==> src/rtl/adc_ctrl_pkg.sv <==
// Shared FSM state type, width constants and the peak-compare helper for adc_peak_sampler.
package adc_ctrl_pkg;

    typedef enum logic [2:0] {
        IDLE,
        CONVERT,
        WAIT,
        SHIFT,
        UPDATE
    } adc_state_t;

    // Widest supported conversion; lanes extend samples to this width so one compare serves every DATA_W.
    localparam int MAX_DATA_W = 24;

    function automatic int max_of(input int a, input int b);
        return (a > b) ? a : b;
    endfunction

    function automatic logic gt(input logic [MAX_DATA_W-1:0] a,
                                input logic [MAX_DATA_W-1:0] b,
                                input logic                  signed_mode);
        if (signed_mode) begin
            return $signed(a) > $signed(b);
        end
        return a > b;
    endfunction

endpackage

==> src/rtl/adc_lane_rx.sv <==
// One SDO lane: MSB-first deserialiser, sample register and windowed peak accumulator(s).
// Min tracking is built only when ADC_PEAK_MIN_EN is defined.
module adc_lane_rx
    import adc_ctrl_pkg::*;
#(
    parameter int DATA_W      = 16,
    parameter bit SIGNED_MODE = 1'b0
) (
    input  logic              clk,
    input  logic              rst,
    input  logic              sdo,
    input  logic              capture,
    input  logic              update,
    input  logic              load_first,
    input  logic              publish,
    input  logic              clear,
    output logic [DATA_W-1:0] sample,
`ifdef ADC_PEAK_MIN_EN
    output logic [DATA_W-1:0] peak_min,
`endif
    output logic [DATA_W-1:0] peak_max
);

    logic [DATA_W-1:0] shift_q, shift_d;
    logic [DATA_W-1:0] sample_q, sample_d;
    logic [DATA_W-1:0] max_q, max_d, peak_max_q, peak_max_d, new_max;
`ifdef ADC_PEAK_MIN_EN
    logic [DATA_W-1:0] min_q, min_d, peak_min_q, peak_min_d, new_min;
`endif

    function automatic logic [MAX_DATA_W-1:0] ext(input logic [DATA_W-1:0] v);
        if (SIGNED_MODE) begin
            return MAX_DATA_W'($signed(v));
        end
        return MAX_DATA_W'(v);
    endfunction

    always_comb begin
        // NOTE: every variable gets its hold value first, so no path through this block can infer a latch.
        shift_d    = shift_q;
        sample_d   = sample_q;
        max_d      = max_q;
        peak_max_d = peak_max_q;
        new_max    = (load_first || gt(ext(shift_q), ext(max_q), SIGNED_MODE)) ? shift_q : max_q;
`ifdef ADC_PEAK_MIN_EN
        min_d      = min_q;
        peak_min_d = peak_min_q;
        new_min    = (load_first || gt(ext(min_q), ext(shift_q), SIGNED_MODE)) ? shift_q : min_q;
`endif
        if (capture) begin
            shift_d = {shift_q[DATA_W-2:0], sdo};
        end
        if (update) begin
            sample_d = shift_q;
            max_d    = new_max;
            if (publish) begin
                peak_max_d = new_max;
            end
`ifdef ADC_PEAK_MIN_EN
            min_d = new_min;
            if (publish) begin
                peak_min_d = new_min;
            end
`endif
        end
        if (clear) begin
            max_d = '0;
`ifdef ADC_PEAK_MIN_EN
            min_d = '0;
`endif
        end
    end

    // NOTE: accumulators are cleared by the async reset too, so a mid-frame reset leaves no stale window state.
    always_ff @(posedge clk or posedge rst) begin
        if (rst) begin
            // NOTE: non-blocking assignments keep every flop sampling pre-edge values regardless of order.
            shift_q    <= '0;
            sample_q   <= '0;
            max_q      <= '0;
            peak_max_q <= '0;
`ifdef ADC_PEAK_MIN_EN
            min_q      <= '0;
            peak_min_q <= '0;
`endif
        end else begin
            shift_q    <= shift_d;
            sample_q   <= sample_d;
            max_q      <= max_d;
            peak_max_q <= peak_max_d;
`ifdef ADC_PEAK_MIN_EN
            min_q      <= min_d;
            peak_min_q <= peak_min_d;
`endif
        end
    end

    assign sample   = sample_q;
    assign peak_max = peak_max_q;
`ifdef ADC_PEAK_MIN_EN
    assign peak_min = peak_min_q;
`endif

endmodule

==> src/rtl/adc_peak_sampler.sv <==
// CNV/SCK sequencer for LTC2320-style simultaneous-sampling ADCs with per-channel windowed peaks.
// Define ADC_PEAK_MIN_EN to add the PEAK_MIN output and per-lane minimum tracking.
module adc_peak_sampler
    import adc_ctrl_pkg::*;
#(
    parameter int NUM_CH      = 8,
    parameter int DATA_W      = 16,
    parameter int CNV_CYCLES  = 10,
    parameter int CONV_CYCLES = 15,
    parameter int WINDOW_CONV = 1000,
    parameter bit SIGNED_MODE = 1'b0
) (
    input  logic                     CLK,
    input  logic                     RST,
    input  logic                     PERFORM,
    input  logic [NUM_CH-1:0]        SDO,
    output logic                     CNV,
    output logic                     SCK,
    output logic [NUM_CH*DATA_W-1:0] SAMPLE,
    output logic                     SAMPLE_VALID,
    output logic [NUM_CH*DATA_W-1:0] PEAK_MAX,
    output logic                     PEAK_VALID,
`ifdef ADC_PEAK_MIN_EN
    output logic [NUM_CH*DATA_W-1:0] PEAK_MIN,
`endif
    output logic                     BUSY
);

    localparam int CNT_W = $clog2(max_of(max_of(CNV_CYCLES, CONV_CYCLES), 2 * DATA_W)) + 1;
    localparam int WIN_W = $clog2(WINDOW_CONV) + 1;

    localparam logic [CNT_W-1:0] CNV_LAST   = CNT_W'(CNV_CYCLES - 1);
    localparam logic [CNT_W-1:0] CONV_LAST  = CNT_W'(CONV_CYCLES - 1);
    localparam logic [CNT_W-1:0] SHIFT_LAST = CNT_W'(2 * DATA_W - 1);
    localparam logic [WIN_W-1:0] WIN_LAST   = WIN_W'(WINDOW_CONV - 1);

    adc_state_t       state_q, state_d;
    logic [CNT_W-1:0] cnt_q, cnt_d;
    logic [WIN_W-1:0] win_q, win_d;
    logic             cnv_q, cnv_d, sck_q, sck_d, busy_q, busy_d;
    logic             sample_valid_q, sample_valid_d, peak_valid_q, peak_valid_d;
    logic             capture, update, load_first, publish, clear;

    always_comb begin
        state_d        = state_q;
        cnt_d          = cnt_q + 1'b1;
        win_d          = win_q;
        sample_valid_d = 1'b0;
        peak_valid_d   = 1'b0;
        capture        = 1'b0;
        update         = 1'b0;
        load_first     = 1'b0;
        publish        = 1'b0;
        clear          = 1'b0;

        unique case (state_q)
            IDLE: begin
                cnt_d = '0;
                if (PERFORM) state_d = CONVERT;
            end
            CONVERT: begin
                if (cnt_q == CNV_LAST) begin
                    state_d = WAIT;
                    cnt_d   = '0;
                end
            end
            WAIT: begin
                if (cnt_q == CONV_LAST) begin
                    state_d = SHIFT;
                    cnt_d   = '0;
                end
            end
            SHIFT: begin
                // Even count = SCK low phase; the next edge raises SCK and samples SDO.
                capture = ~cnt_q[0];
                if (cnt_q == SHIFT_LAST) begin
                    state_d = UPDATE;
                    cnt_d   = '0;
                end
            end
            UPDATE: begin
                cnt_d          = '0;
                update         = 1'b1;
                sample_valid_d = 1'b1;
                load_first     = (win_q == '0);
                if (win_q == WIN_LAST) begin
                    publish      = 1'b1;
                    peak_valid_d = 1'b1;
                    win_d        = '0;
                end else begin
                    win_d = win_q + 1'b1;
                end
                if (PERFORM) begin
                    state_d = CONVERT;
                end else begin
                    state_d = IDLE;
                    clear   = 1'b1;
                    win_d   = '0;
                end
            end
            default: state_d = IDLE;
        endcase

        cnv_d  = (state_d == CONVERT);
        sck_d  = (state_d == SHIFT) && cnt_d[0];
        busy_d = (state_d != IDLE);
    end

    always_ff @(posedge CLK or posedge RST) begin
        if (RST) begin
            state_q        <= IDLE;
            cnt_q          <= '0;
            win_q          <= '0;
            cnv_q          <= 1'b0;
            sck_q          <= 1'b0;
            busy_q         <= 1'b0;
            sample_valid_q <= 1'b0;
            peak_valid_q   <= 1'b0;
        end else begin
            state_q        <= state_d;
            cnt_q          <= cnt_d;
            win_q          <= win_d;
            cnv_q          <= cnv_d;
            sck_q          <= sck_d;
            busy_q         <= busy_d;
            sample_valid_q <= sample_valid_d;
            peak_valid_q   <= peak_valid_d;
        end
    end

    for (genvar i = 0; i < NUM_CH; i++) begin : g_lane
        adc_lane_rx #(
            .DATA_W      (DATA_W),
            .SIGNED_MODE (SIGNED_MODE)
        ) u_lane (
            .clk        (CLK),
            .rst        (RST),
            .sdo        (SDO[i]),
            .capture    (capture),
            .update     (update),
            .load_first (load_first),
            .publish    (publish),
            .clear      (clear),
            .sample     (SAMPLE[i*DATA_W +: DATA_W]),
`ifdef ADC_PEAK_MIN_EN
            .peak_min   (PEAK_MIN[i*DATA_W +: DATA_W]),
`endif
            .peak_max   (PEAK_MAX[i*DATA_W +: DATA_W])
        );
    end

    assign CNV          = cnv_q;
    assign SCK          = sck_q;
    assign BUSY         = busy_q;
    assign SAMPLE_VALID = sample_valid_q;
    assign PEAK_VALID   = peak_valid_q;

endmodule

==> config.mk <==
export PLATFORM = sky130hd
export DESIGN_NAME = adc_peak_sampler
export DESIGN_NICKNAME = d
export VERILOG_FILES = /design/src/rtl/adc_ctrl_pkg.sv /design/src/rtl/adc_lane_rx.sv /design/src/rtl/adc_peak_sampler.sv
export SDC_FILE = /design/constraint.sdc
export NUM_CORES = 1
export LEC_CHECK = 0
export CAP_MARGIN = 25
export CORE_ASPECT_RATIO = 1.4
export CORE_UTILIZATION = 40
export DETAILED_ROUTE_END_ITERATION = 6
export GPL_ROUTABILITY_DRIVEN = 0
export GPL_TIMING_DRIVEN = 0
export SYNTH_ARGS = -nofsm -noshare
export SYNTH_HDL_FRONTEND = slang
export SYNTH_SLANG_ARGS = --single-unit
==> constraint.sdc <==
create_clock -name CLK -period 30.1 [get_ports CLK]
set_input_delay 9.03 -clock CLK [delete_from_list [all_inputs] [get_ports CLK]]
set_output_delay 9.03 -clock CLK [all_outputs]
set_load 0.1 [all_outputs]
==> flow_summary.yaml, run 1 <==
detailed_routing:
  via_count: 21200
  ant_nets: 0
  drt_iter0_markers: 1566
  drt_wl_total_um: 79400
  wl_per_cell_um: 20.5
  routed_via_density: 5.48
  dr.pass1.iters: 6
  drcViolationCount: 0
logic_synthesis:
  synth_largest_area_cell: "dfrtp_1"
  synth_cell_type_count: 64
  synth_edf_count: 0
  synth_top_cell_area_share_pct: 51.8
  async_reset_ff_share_pct: 100
  synth_area_leaders: "dfrtp_1, nand2_1, ha_1, mux2_2, a22o_1"
  ys_ff_latch: 537
  synth.avg_cell_area_sq_um: 9.81
  yosys_warnings: 0
  netlist_area_sq_mm: 0.0260
  syn_nets: 2791
  yosysSeqAreaShare_pct: 51.8
  synthCells: 2647
  dominantRegCellSynth: "dfrtp_1"
timing:
  finalSetupTns_ps: 0
  rsz0062_at_grt: "false"
  fin_crit_sh_pct: 37.9
  setup_violations: 0
  slew_violations: 0
  hold_ws_ps: 468
  fin_crit_ps: 11400
  report.final.hold_viol_count: 0
  slew_headroom_pct: 26.0
  max_freq_mhz: 87.7
  final.setup.worst_slack_ps: 18700
  fin_skew_ps: 19.5
  worstMarginPinSlew_ps: 1110
grt:
  grt.met1_usage_pct: 30.2
  grt_busiest_layer: "met2"
  grt_usage_pct: 24.3
  grt_pass1_wl_um: 125000
  gr-usage-met2_pct: 41.3
  antenna_found_initial: 1
  use_met3_pct: 4.20
  grt_max_degree: 124
  grt_pass1_vias: 21600
  gr-total-overflow: 0
floorplanning:
  die_area_sq_mm: 0.0659
  die_w_um: 217
  num_rows: 110
  core_area_sq_mm: 0.0643
  io_pins: 272
  die_y_um: 303
  initial_core_util_pct: 40.4
run_status:
  status: "finished clean"
placement:
  dpl_worst_slack_ps: 18140
  io_buffer_count: 270
  dp_hpwl_um: 57800
layout:
  layout_commonest_cell: "nand2_1"
  final_cell_mix: "nand2_1, dfrtp_1, clkdlybuf4s50_1"
  final_nets: 3135
  insertedDiodeCount: 0
  fill_cells: 6047
  drive_gt1_share_pct: 9.53
  area_growth_pct: 23.1
clock_tree:
  clk_path_buf_depth: 3
  clk_pin_slew_ps: 60
  cts-root-buf: "clkbuf_16"
  cts.htree.levels: 2
  postCtsSetupBuffers: 0
  cts_made_buffers: 56
  cts_resized: 0
  tritoncts: "yes"
  cts_sinks: 537
  postCtsHoldBufs: 0
  insertion_delay_ps: 610
critical_path:
  path_class: "input pin to flip-flop"
  crit_path_start_kind: "input pin"
  crit_fanout: 10
  arrival_ps: 11930
  critPathRequiredTime_ps: 30630
  cp-end-kind: "flip-flop"
pwr:
  p_comb_share_pct: 2.9
  seqPwrFrac_pct: 49.6
  peakVddDrop_uv: 39.9
  power_frac_clock_pct: 47.5
  p_switching_mw: 0.333
  internal_power_mw: 1.16
  switching_share_pct: 22.3
  p_leak_nw: 14.8
  power_density_mw_per_mm2: 46.7
run:
  drv_cap: 0
min_path:
  hold_path_class: "flip-flop to flip-flop"
[worst max-delay path, cell delays in order]
cell      delay, ps
clkbuf_1        500
and3_1          260
clkbuf_1        450
nand2_1         670
o31ai_2         420
buf_2           370
a22o_1          190
[metal layers]
metal	wire length [um]	up-vias	part of all wire, %
met4	3400	2	4.3
met3	4100	159	5.2
li1	-	9915	-
met2	39100	608	49
met5	13	-	0.016
met1	32800	10500	41
[cell families (layout without fill, tap and decap cells)]
family,Yosys count,after routing,share of synthesized area (%)
AO/OA/AOI/OAI,365,365,10.1
XOR/XNOR,8,8,0.270
adder cells (fa/ha/maj),133,133,6.41
buffers and inverters,300,686,4.81
flip-flops,537,537,51.8
multiplexers,136,136,5.82
AND/OR/NAND/NOR,1168,1168,20.8
[worst paths after layout]
check	to	slack [ps]	cells past startpoint	start
max in group asynchronous	g_lane[6].u_lane.max_q[10]$_DFFE_PP0P_	19730	4	RST
min in group asynchronous	g_lane[0].u_lane.sample[6]$_DFFE_PP0P_	8850	2	RST
hold reg to reg	g_lane[7].u_lane.peak_max[9]$_DFFE_PP0P_	470	2	g_lane[7].u_lane.peak_max[9]$_DFFE_PP0P_
hold / removal	g_lane[7].u_lane.peak_max[9]$_DFFE_PP0P_	470	2	g_lane[7].u_lane.peak_max[9]$_DFFE_PP0P_
setup / recovery	g_lane[1].u_lane.max_q[9]$_DFFE_PP0P_	18700	7	PERFORM
setup reg to reg	g_lane[5].u_lane.peak_max[15]$_DFFE_PP0P_	26310	11	state_q[0]$_DFF_PP0_
[synth_stat cells, types with 18 or more instances]
cell	instances
a21oi_1	64
a22o_1	125
buf_2	26
clkbuf_1	104
dfrtp_1	537
ha_1	133
inv_1	137
mux2_2	120
nand2_1	561
nand3_1	179
nand4_1	18
nor2_1	128
nor3_1	121
o21ai_0	84
o31ai_1	20
or4_1	80
[power by group through the flow]
stage	Combinational, mW	Clock, mW	Sequential [mW]
2_1_floorplan	0.0313	0	0.749
3_3_place_gp	0.0403	0	0.754
3_5_place_dp	0.0439	0	0.754
4_1_cts	0.0441	0.726	0.740
5_1_grt	0.0497	0.753	0.741
6_report	0.0427	0.709	0.741
[metrics by stage]
step / instances / area, sq um / utilization [%] / power [mW]
floorplan: 2647 / 26000 / - / 0.781
global placement: 3757 / 29700 / 46.2 / 0.795
global route: 3873 / 32000 / 49.7 / 1.54
detailed placement: 3769 / 30000 / 46.7 / 0.798
finish: 3873 / 32000 / 49.7 / 1.49
CTS: 3869 / 31900 / 49.6 / 1.51
[flip-flops by register name (all words and copies together), names as in the netlist]
name,flops
g_lane.u_lane.max_q,128
g_lane.u_lane.peak_max,128
g_lane.u_lane.sample,128
g_lane.u_lane.shift_q,128
win_q,11
cnt_q,6
state_q,3
BUSY,1
CNV,1
PEAK_VALID,1
SAMPLE_VALID,1
SCK,1
[final cells by class]
cell class,count,area [sq um],area share [%]
inverter,138,526,1.64
clock inverter,16,160,0.501
clock buffer,84,1710,5.34
buffer,162,731,2.29
sequential,537,13400,42.0
tap,840,1050,3.29
multi-input combinational,1810,11300,35.3
timing repair buffer,286,3080,9.64
No activity file was read; power rests on OpenSTA's default activity.
==> run 2: changes to the inputs <==
Clock period 30.1 ns to 11.3 ns, I/O delays scaled along.
==> run 2 against run 1 <==
  * Hold slack gained 2.4 ps
  * Critical path depth stayed put
  * Non-clock buffer count is 11 higher
  * Power rose to 2.7 times the previous value
  * Cell count increased by 0.21%
  * Worst setup slack got worse by 13000 ps
  * Combinational power grew to 2.9 times the previous value
  * Die area unchanged
  * Final area is 0.54% higher
  * Global-route usage is essentially flat
==> flow_summary.yaml, run 2 (synthesized netlist as in run 1, its figures left out) <==
timing:
  setup_violations: 0
  fin_skew_ps: 17.2
  fin_crit_sh_pct: 50.3
  max_freq_mhz: 176
  slew_violations: 0
  rsz0062_at_grt: "false"
  final.setup.worst_slack_ps: 5610
  hold_ws_ps: 471
  report.final.hold_viol_count: 0
  fin_crit_ps: 5690
  slew_headroom_pct: 25.6
  finalSetupTns_ps: 0
  worstMarginPinSlew_ps: 1110
run_status:
  status: "finished clean"
grt:
  grt_max_degree: 43
  antenna_found_initial: 2
  grt_pass1_vias: 21600
  grt_usage_pct: 24.2
  grt_pass1_wl_um: 124000
  gr-total-overflow: 0
detailed_routing:
  wl_per_cell_um: 20.5
  drcViolationCount: 0
  drt_iter0_markers: 1523
  ant_nets: 0
  via_count: 21300
  drt_wl_total_um: 79500
  routed_via_density: 5.49
  dr.pass1.iters: 7
floorplanning:
  die_w_um: 217
  die_y_um: 303
  core_area_sq_mm: 0.0643
  initial_core_util_pct: 40.4
  num_rows: 110
  io_pins: 272
  die_area_sq_mm: 0.0659
critical_path:
  path_class: "input pin to flip-flop"
  crit_path_start_kind: "input pin"
  timing.rr.start: "state_q[0]$_DFF_PP0_"
  critPathRequiredTime_ps: 11830
  crit_fanout: 10
  cp-end-kind: "flip-flop"
  arrival_ps: 6220
  cp-startpoint: "PERFORM"
clock_tree:
  insertion_delay_ps: 610
  postCtsSetupBuffers: 0
  cts_sinks: 537
  cts-root-buf: "clkbuf_16"
  cts.htree.levels: 2
  cts_resized: 0
  cts_made_buffers: 54
  clk_path_buf_depth: 3
  clk_pin_slew_ps: 60
  postCtsHoldBufs: 0
  tritoncts: "yes"
layout:
  area_growth_pct: 23.8
  stdcell_count: 3881
  drive_gt1_share_pct: 9.67
  final_nets: 3144
  design_area_sq_mm: 0.0321
  fill_cells: 6008
  finish.utilization_pct: 50.0
  layout_commonest_cell: "nand2_1"
  final_cell_mix: "nand2_1, dfrtp_1, clkdlybuf4s50_1"
min_path:
  min_from: "g_lane[0].u_lane.sample[5]$_DFFE_PP0P_"
  hold_path_class: "flip-flop to flip-flop"
placement:
  dp_hpwl_um: 59100
  dpl_worst_slack_ps: 4990
  dp.cells: 3780
  placed_area_sq_mm: 0.0302
  io_buffer_count: 270
run:
  drv_cap: 0
pwr:
  power_mw: 3.99
  p_leak_nw: 14.9
  power_density_mw_per_mm2: 124
  peakVddDrop_uv: 116
## run 2: cell count changes in the layout (fill, tap and decap cells not counted), moves of 2 or more
| cell | change |
|---|---|
| buf_16 | -4 |
| clkbuf_1 | +2 |
| buf_12 | +15 |
| clkbuf_8 | -11 |
| bufinv_16 | +4 |
| clkinvlp_4 | +2 |
## run 2: path summary, 6_finish.rpt
| kind | to | slack, ps | depth (start not counted) |
|---|---|---|---|
| max in group asynchronous | g_lane[6].u_lane.max_q[6]$_DFFE_PP0P_ | 6150 | 8 |
| min in group asynchronous | g_lane[0].u_lane.sample[7]$_DFFE_PP0P_ | 3240 | 2 |
| worst max-delay path | g_lane[1].u_lane.max_q[7]$_DFFE_PP0P_ | 5610 | 7 |
| worst min-delay path | g_lane[0].u_lane.sample[5]$_DFFE_PP0P_ | 470 | 2 |
| worst min register to register | g_lane[0].u_lane.sample[5]$_DFFE_PP0P_ | 470 | 2 |
| worst max register to register | g_lane[5].u_lane.peak_max[2]$_DFFE_PP0P_ | 7520 | 11 |
## run 2: power breakdown
part	internal, mW	switching, mW
clock	1.12	0.774
sequential	1.94	0.0323
combinational	0.0507	0.0715
## run 2: cell type report
class,instances,area (sq um),area share [%]
buffer,162,731,2.27
clock buffer,75,1560,4.87
inverter,138,522,1.62
clock inverter,21,288,0.895
timing repair buffer,297,3270,10.2
tap,840,1050,3.27
sequential,537,13400,41.8
antenna,1,2.50,0.00779
multi-input combinational,1810,11300,35.1
## run 2: worst max-delay path, stage by stage
cell,delay (ps)
clkbuf_1,470
and3_1,250
clkbuf_1,450
nand2_1,680
o31ai_2,410
buf_2,360
a22o_1,190
## run 2: routing by layer
layer / vias up / GRT usage, % / routed length, um
met5: - / 0 / 13
met4: 2 / 10.1 / 3290
met3: 180 / 4.20 / 4470
met2: 688 / 41.8 / 39200
met1: 10500 / 29.9 / 32500
li1: 9934 / - / -
==> run 3: changes to the inputs <==
Clock period 11.3 ns to 5.3 ns, I/O delays scaled along.
==> results of run 3 <==
The final DEF is identical to that of run 2. Status: finished clean.
Main changes from that run: setup slack after placement 4990 ps -> 790 ps; setup slack after layout 5610 ps -> 1410 ps; register-to-register setup slack 7520 ps -> 1520 ps; total power 3.99 mW -> 8.51 mW; worst IR drop on VDD 116 uV -> 247 uV
